===== config.mk =====
export PLATFORM = sky130hd
export DESIGN_NAME = piano_synth
export DESIGN_NICKNAME = d
export VERILOG_FILES = /design/src/rtl/piano_synth.sv
export SDC_FILE = /design/constraint.sdc
export NUM_CORES = 1
export LEC_CHECK = 0
export BUFFER_PORTS_ARGS = -buffer_cell sky130_fd_sc_hd__buf_2
export CORE_UTILIZATION = 43
export CTS_CLUSTER_SIZE = 30
export DETAILED_ROUTE_END_ITERATION = 10
export SLEW_MARGIN = 20
export SYNTH_ARGS = -nofsm -noshare
export SYNTH_HDL_FRONTEND = slang
export SYNTH_SLANG_ARGS = --single-unit

===== constraint.sdc =====
create_clock -name i_clk -period 4.6 [get_ports i_clk]
set_input_delay 1.38 -clock i_clk [delete_from_list [all_inputs] [get_ports i_clk]]
set_output_delay 1.38 -clock i_clk [all_outputs]
set_load 0.005 [all_outputs]

===== src/rtl/piano_synth.sv =====
`default_nettype none
// ============================================================================
// piano_synth : debounced keys select a note; one shared reloadable divider
//               produces the square-wave tone.                      Rev 1.0
// ============================================================================
module piano_synth #(
    parameter int  NUM_KEYS         = 4,
    parameter int  CNT_W            = 16,
    parameter int  BASE_HALF_PERIOD = 25000,
    parameter int  DEB_CYCLES       = 1000,
    parameter int  OCT_W            = 2,
    localparam int NOTE_W           = (NUM_KEYS > 1) ? $clog2(NUM_KEYS) : 1
) (
    input  logic                i_clk,
    input  logic                i_reset_n,
    input  logic [NUM_KEYS-1:0] i_keys,
    input  logic [OCT_W-1:0]    i_octave,
    output logic                o_speaker,
    output logic                o_active,
    output logic [NOTE_W-1:0]   o_note
);
    localparam int                DCNT_W    = $clog2(DEB_CYCLES + 1);
    localparam int                SH_W      = NOTE_W + OCT_W + 1;
    localparam logic [DCNT_W-1:0] DEB_LIMIT = DCNT_W'(DEB_CYCLES);
    localparam logic [CNT_W-1:0]  BASE_HALF = CNT_W'(BASE_HALF_PERIOD);

    logic [NUM_KEYS-1:0] sync1_q;
    logic [NUM_KEYS-1:0] sync2_q;
    logic [NUM_KEYS-1:0] stable_w;

    always_ff @(posedge i_clk or negedge i_reset_n) begin
        if (!i_reset_n) begin
            sync1_q <= '0;
            sync2_q <= '0;
        end else begin
            sync1_q <= i_keys;
            sync2_q <= sync1_q;
        end
    end

    // A change is accepted only after the counter has seen DEB_CYCLES
    // differing samples and the level still differs on the following edge.
    for (genvar k = 0; k < NUM_KEYS; k++) begin : g_deb
        logic [DCNT_W-1:0] cnt_q;
        logic              stable_q;

        always_ff @(posedge i_clk or negedge i_reset_n) begin
            if (!i_reset_n) begin
                cnt_q    <= '0;
                stable_q <= 1'b0;
            end else if (sync2_q[k] == stable_q) begin
                cnt_q <= '0;
            end else if (cnt_q == DEB_LIMIT) begin
                stable_q <= sync2_q[k];
                cnt_q    <= '0;
            end else begin
                cnt_q <= cnt_q + DCNT_W'(1);
            end
        end

        assign stable_w[k] = stable_q;
    end

    logic              active_d;
    logic [NOTE_W-1:0] note_d;

    always_comb begin
        active_d = 1'b0;
        note_d   = '0;
        for (int i = NUM_KEYS - 1; i >= 0; i--) begin
            if (stable_w[i]) begin
                active_d = 1'b1;
                note_d   = NOTE_W'(i);
            end
        end
    end

    logic [OCT_W-1:0]  octave_q;
    logic              active_q;
    logic [NOTE_W-1:0] note_q;
    logic              spk_q;
    logic [CNT_W-1:0]  div_cnt_q;

    logic [SH_W-1:0]   shift_w;
    logic [CNT_W-1:0]  shifted_w;
    logic [CNT_W-1:0]  half_w;
    logic              retune_w;

    assign shift_w   = SH_W'(note_q) + SH_W'(octave_q);
    assign shifted_w = BASE_HALF >> shift_w;
    assign half_w    = (shifted_w == '0) ? CNT_W'(1) : shifted_w;
    assign retune_w  = (note_d != note_q) || (i_octave != octave_q);

    // Retuning restarts the count but keeps the speaker level, so the first
    // half-period at the new pitch is always a full one.
    always_ff @(posedge i_clk or negedge i_reset_n) begin
        if (!i_reset_n) begin
            octave_q  <= '0;
            active_q  <= 1'b0;
            note_q    <= '0;
            spk_q     <= 1'b0;
            div_cnt_q <= '0;
        end else begin
            octave_q <= i_octave;
            active_q <= active_d;
            note_q   <= note_d;
            if (!active_d || !active_q) begin
                spk_q     <= 1'b0;
                div_cnt_q <= '0;
            end else if (retune_w) begin
                div_cnt_q <= '0;
            end else if (div_cnt_q == half_w - CNT_W'(1)) begin
                spk_q     <= ~spk_q;
                div_cnt_q <= '0;
            end else begin
                div_cnt_q <= div_cnt_q + CNT_W'(1);
            end
        end
    end

    assign o_speaker = spk_q;
    assign o_active  = active_q;
    assign o_note    = note_q;

endmodule
`default_nettype wire


======== After elaboration in Yosys (flattened, before gate mapping) ========
Index checks and enable logic that the tools add are counted.
operators by class
  add/sub/neg operators ................... 7
  bitwise logic cells ..................... 5
  reductions and logical operators ........ 11
  muxes and demuxes ....................... 23
  eq/ne operators ......................... 12
  shifts and indexed selects .............. 1
operators with widths
  cell                     number
  $mux W10                 8
  $mux W16                 4
  $add A10 B1 Y10 const B  4
  $eq A10 B10 Y1 const B   4
  $add A16 B1 Y16 const B  1
  $eq A16 B16 Y1           1
  $logic_not A16 Y1        1
  $shr A15 B3 Y16 const A  1
  $sub A16 B1 Y16 const B  1
  $reduce_and A2 Y1        5
  $mux W2                  4
  $mux W1                  7
  $not A1 Y1               5
  $eq A1 B1 Y1             4
  $ne A2 B2 Y1             2
  $add A2 B2 Y3            1
  $logic_not A1 Y1         2
  $logic_or A1 B1 Y1       2
  $ne A2 B1 Y1 const B     1
  $reduce_bool A2 Y1       1
word-level totals
  register bits ........................... 74
  logic and storage cells ................. 74
  output and inout port bits .............. 4
  bits of input ports ..................... 8

======== Longest topological paths before layout ========
  depth in word-level cells ............... 9
  mapped depth ............................ 20
  gate-level depth less buffers ........... 16

======== Worst setup path after synthesis ========
Ideal clock, no wire load.
  kind .................................... register -> register
  from .................................... register note_q[0] (netlist: o_note[0])
  to ...................................... register spk_q (netlist: o_speaker)
  stages on the path, launching flop included .. 19
  setup slack ............................. 0.441 ns
  buffers on the path ..................... 3
  data arrival time ....................... 4.081 ns
  library setup time ...................... 0.077 ns
  cells stage by stage .................... dfrtp_1 > ha_1 > inv_1 > fa_1 > buf_6 > buf_4 > inv_1 > ha_1 > buf_2 > nor3_2 > o2111ai_1 > o21a_1 > ha_1 > nand2_1 > or4_1 > xnor2_1 > a2111o_1 > or4_1 > a21oi_1
on the way
  word-level cells in the longest chain between the ends .. 8
ends and longest elaborated chain
  what                             RTL line  source
  start, declared                  80        logic [NOTE_W-1:0] note_q;
  start signal, assigned           106       note_q <= note_d;
  $add A2 B2 Y3                    89        assign shift_w = SH_W'(note_q) + SH_W'(octave_q);
  $shr A15 B3 Y16                  90        assign shifted_w = BASE_HALF >> shift_w;
  $logic_not A16 Y1                91        assign half_w = (shifted_w == '0) ? CNT_W'(1) : shifted_w;
  $mux W16                         91
  $sub A16 B1 Y16                  112       end else if (div_cnt_q == half_w - CNT_W'(1)) begin
  $eq A16 B16 Y1                   112
  $reduce_bool A2 Y1 (no line)     --
  $reduce_and A2 Y1 (no line) (*)  --
  end signal, assigned             113       spk_q <= ~spk_q;
  end, declared                    81        logic spk_q;
Mark *: on every way between the ends. The rest lies on a longest branch, timed or not.
A chain may end at the register's enable or synchronous reset.

======== Worst setup path in the final report ========
Same ends and word-level chain as after synthesis.

==> metrics.cfg <==
[floorplanning]
initial_core_util_pct = 44.1
num_rows = 36
coreArea_mm2 = 0.00973
dieArea_mm2 = 0.0104
die_y_um = 102
io_pins = 12
dieWidth_um = 102

[routing]
detail-route-antenna-nets = 0
first_pass_iters = 5
drc_errors = 0
vias = 3096
drt-vias-per-instance = 5.19
wl_per_cell_um = 13.5
initialDrtViolationCount = 161
routed_wl_um = 8060

[worst_setup_path]
rr_endpoint = o_speaker
r2r_start = o_note[0]
reg2regPathDepth = 15
critical_path_class = register to register
crit_path_start_kind = register
critical_path_required_ns = 4.86
path_max_fanout = 8
setup.worst_path.start = o_note[0]
reg2reg_slack_ns = 0.42
cp-endpoint = o_speaker
cp-end-kind = register
critPathArrivalTime_ns = 4.44

[clocking]
clockBufferDepth = 2
cts_tree = built
cts_setup_buffers = 0
clk_pin_slew_ns = 0.08
cts-root-buf = clkbuf_8
cts_hold_buf = 0
clock_latency_ns = 0.34
cts.repair.resized = 0
cts.sinks = 74
cts_buffers = 9
h-tree-depth = 3

[placed_design]
dpl.hpwl_um = 5690
gp_congestion = 0.871
io_buffers = 11

[synthesis]
synth_nets = 471
async_flop_share_pct = 100
ys.flop_type = dfrtp_1
synth_area_mm2 = 0.00429
synth_edf_count = 0
ys_warn_count = 0
yosys.cell_types.count = 58
syn_inst = 443
ys_ff_latch = 74
synth.avg_cell_area_um2 = 9.68
seq_area_frac_synth_pct = 43.2

[power_and_ir_drop]
p_leak_nw = 2.05
p_total_w = 0.00129
power.density_mw_per_mm2 = 275
peakVddDrop_mv = 0.191

[global_route]
grt_usage_pct = 17.8
grt_max_degree = 75
grt.overflow.total = 0
grt_pass1_wl_um = 14400
grt_pass1_vias = 3037
antenna_found_initial = 0

[final_layout]
nNetsFinal = 487
final_common_cell = dfrtp_1
final_cell_mix = dfrtp_1 (74), nor2_1 (69), xor2_1 (35)
num_antenna_cells = 0
areaGrowthSynthToFinish_pct = 9.17
drive_above_1_share_pct = 10.6
utilization_pct = 48.1

[timing]
max_slew_margin_pct = 39.0
tightest_slew_ns = 0.915
grt_setup_unrepaired = no
finalSetupTns_ns = 0
hold_violations = 0
layout_min_cycle_time_ns = 4.18
final-setup-viol-count = 0
clock_skew_ns = 0.0116
maxSlewViolCount = 0
max_freq_mhz = 239
min_period_over_period_pct = 90.9

[flow_run]
maxCapViolCount = 0

[hold_path]
min_path_type = register to register

[status]
status = completed

==> metal layers <==
layer | track usage, % | routed length (um) | vias up
li1 | - | - | 1543
met1 | 24.5 | 4070 | 1504
met2 | 28.3 | 3650 | 35
met3 | 3.08 | 192 | 14
met4 | 6.37 | 149 | 0
met5 | 0 | 0 | -
==> cell families after synthesis <==
logic type	count (synthesis)	share of synthesized area, %
buffers and inverters	31	3.62
multiplexers	10	2.48
AND/OR/NAND/NOR	201	24.0
flip-flops	74	43.2
adder cells (fa/ha/maj)	20	6.01
AO/OA/AOI/OAI	37	6.04
XOR/XNOR	70	14.6
==> cells in the mapped netlist, types with 3 or more instances <==
master	number	area, um2
a21oi_1	8	40.0
and2_1	3	18.8
and3_1	17	106
buf_2	4	20.0
buf_4	5	37.5
clkbuf_1	3	11.3
dfrtp_1	74	1850
ha_1	19	238
inv_1	17	63.8
mux2_2	5	56.3
mux2i_1	5	50.1
nand2_1	33	124
nand2b_1	3	18.8
nand3_1	27	135
nand4_1	9	56.3
nor2_1	69	259
nor2b_1	4	25.0
nor3_1	6	30.0
nor4_1	6	37.5
o21ai_0	10	50.1
or3_1	4	25.0
or4_1	3	22.5
xnor2_1	34	298
xor2_1	35	307
==> metrics by stage <==
step	instance area [um2]	setup slack, ns	hold WS (ns)	instances
after floorplan	4290	0.441	0.331	443
after global placement	4480	0.569	0.333	581
after detailed placement	4480	0.431	0.336	581
after CTS	4680	0.411	0.355	597
after global routing	4680	0.123	0.371	597
final	4680	0.416	0.353	597
==> power breakdown <==
group          internal [W]  leakage [nW]  switching, W
clock network      0.000254        0.0962      0.000250
registers          0.000663          1.00     0.0000126
logic             0.0000417         0.952     0.0000665
total              0.000959          2.05      0.000329
==> how the worst min path moves through the flow <==
stage	slack, ns	endpoint	cells after the start	start
floorplan	0.33	sync2_q[0]	0	sync1_q[0]
global placement	0.33	sync2_q[0]	0	sync1_q[0]
detailed placement	0.34	sync2_q[1]	0	sync1_q[1]
CTS	0.35	sync2_q[0]	0	sync1_q[0]
global route	0.37	sync2_q[0]	0	sync1_q[0]
finish	0.35	sync2_q[0]	0	sync1_q[0]
==> worst max-delay path, stage by stage, from the launching register on <==
cell and delay, ns:
dfrtp_1 0.41, ha_1 0.20, inv_1 0.06, fa_1 0.43, inv_1 0.15, ha_1 0.36
nor2_1 0.09, o2111ai_1 0.25, o21a_1 0.17, ha_1 0.26, nand2_1 0.07, or4_1 0.42
xnor2_1 0.15, a2111o_1 0.45, or4_1 0.49, a21oi_1 0.15
==> cell type report <==
cell class                      count  area, um2
Clock buffer                        9        124
Clock inverter                      7       76.3
Fill cell                         932       5050
Inverter                           17       63.8
Multi-Input combinational cell    338       2280
Sequential cell                    74       1850
Tap cell                          133        166
Timing Repair Buffer               19        118
==> sequential cells by signal, summed over array words and instances (netlist names) <==
name	flops
div_cnt_q	16
g_deb.cnt_q	40
g_deb.stable_q	4
o_active	1
o_note	2
o_speaker	1
octave_q	2
sync1_q	4
sync2_q	4
Note: power is estimated with default switching activity, not from simulation.
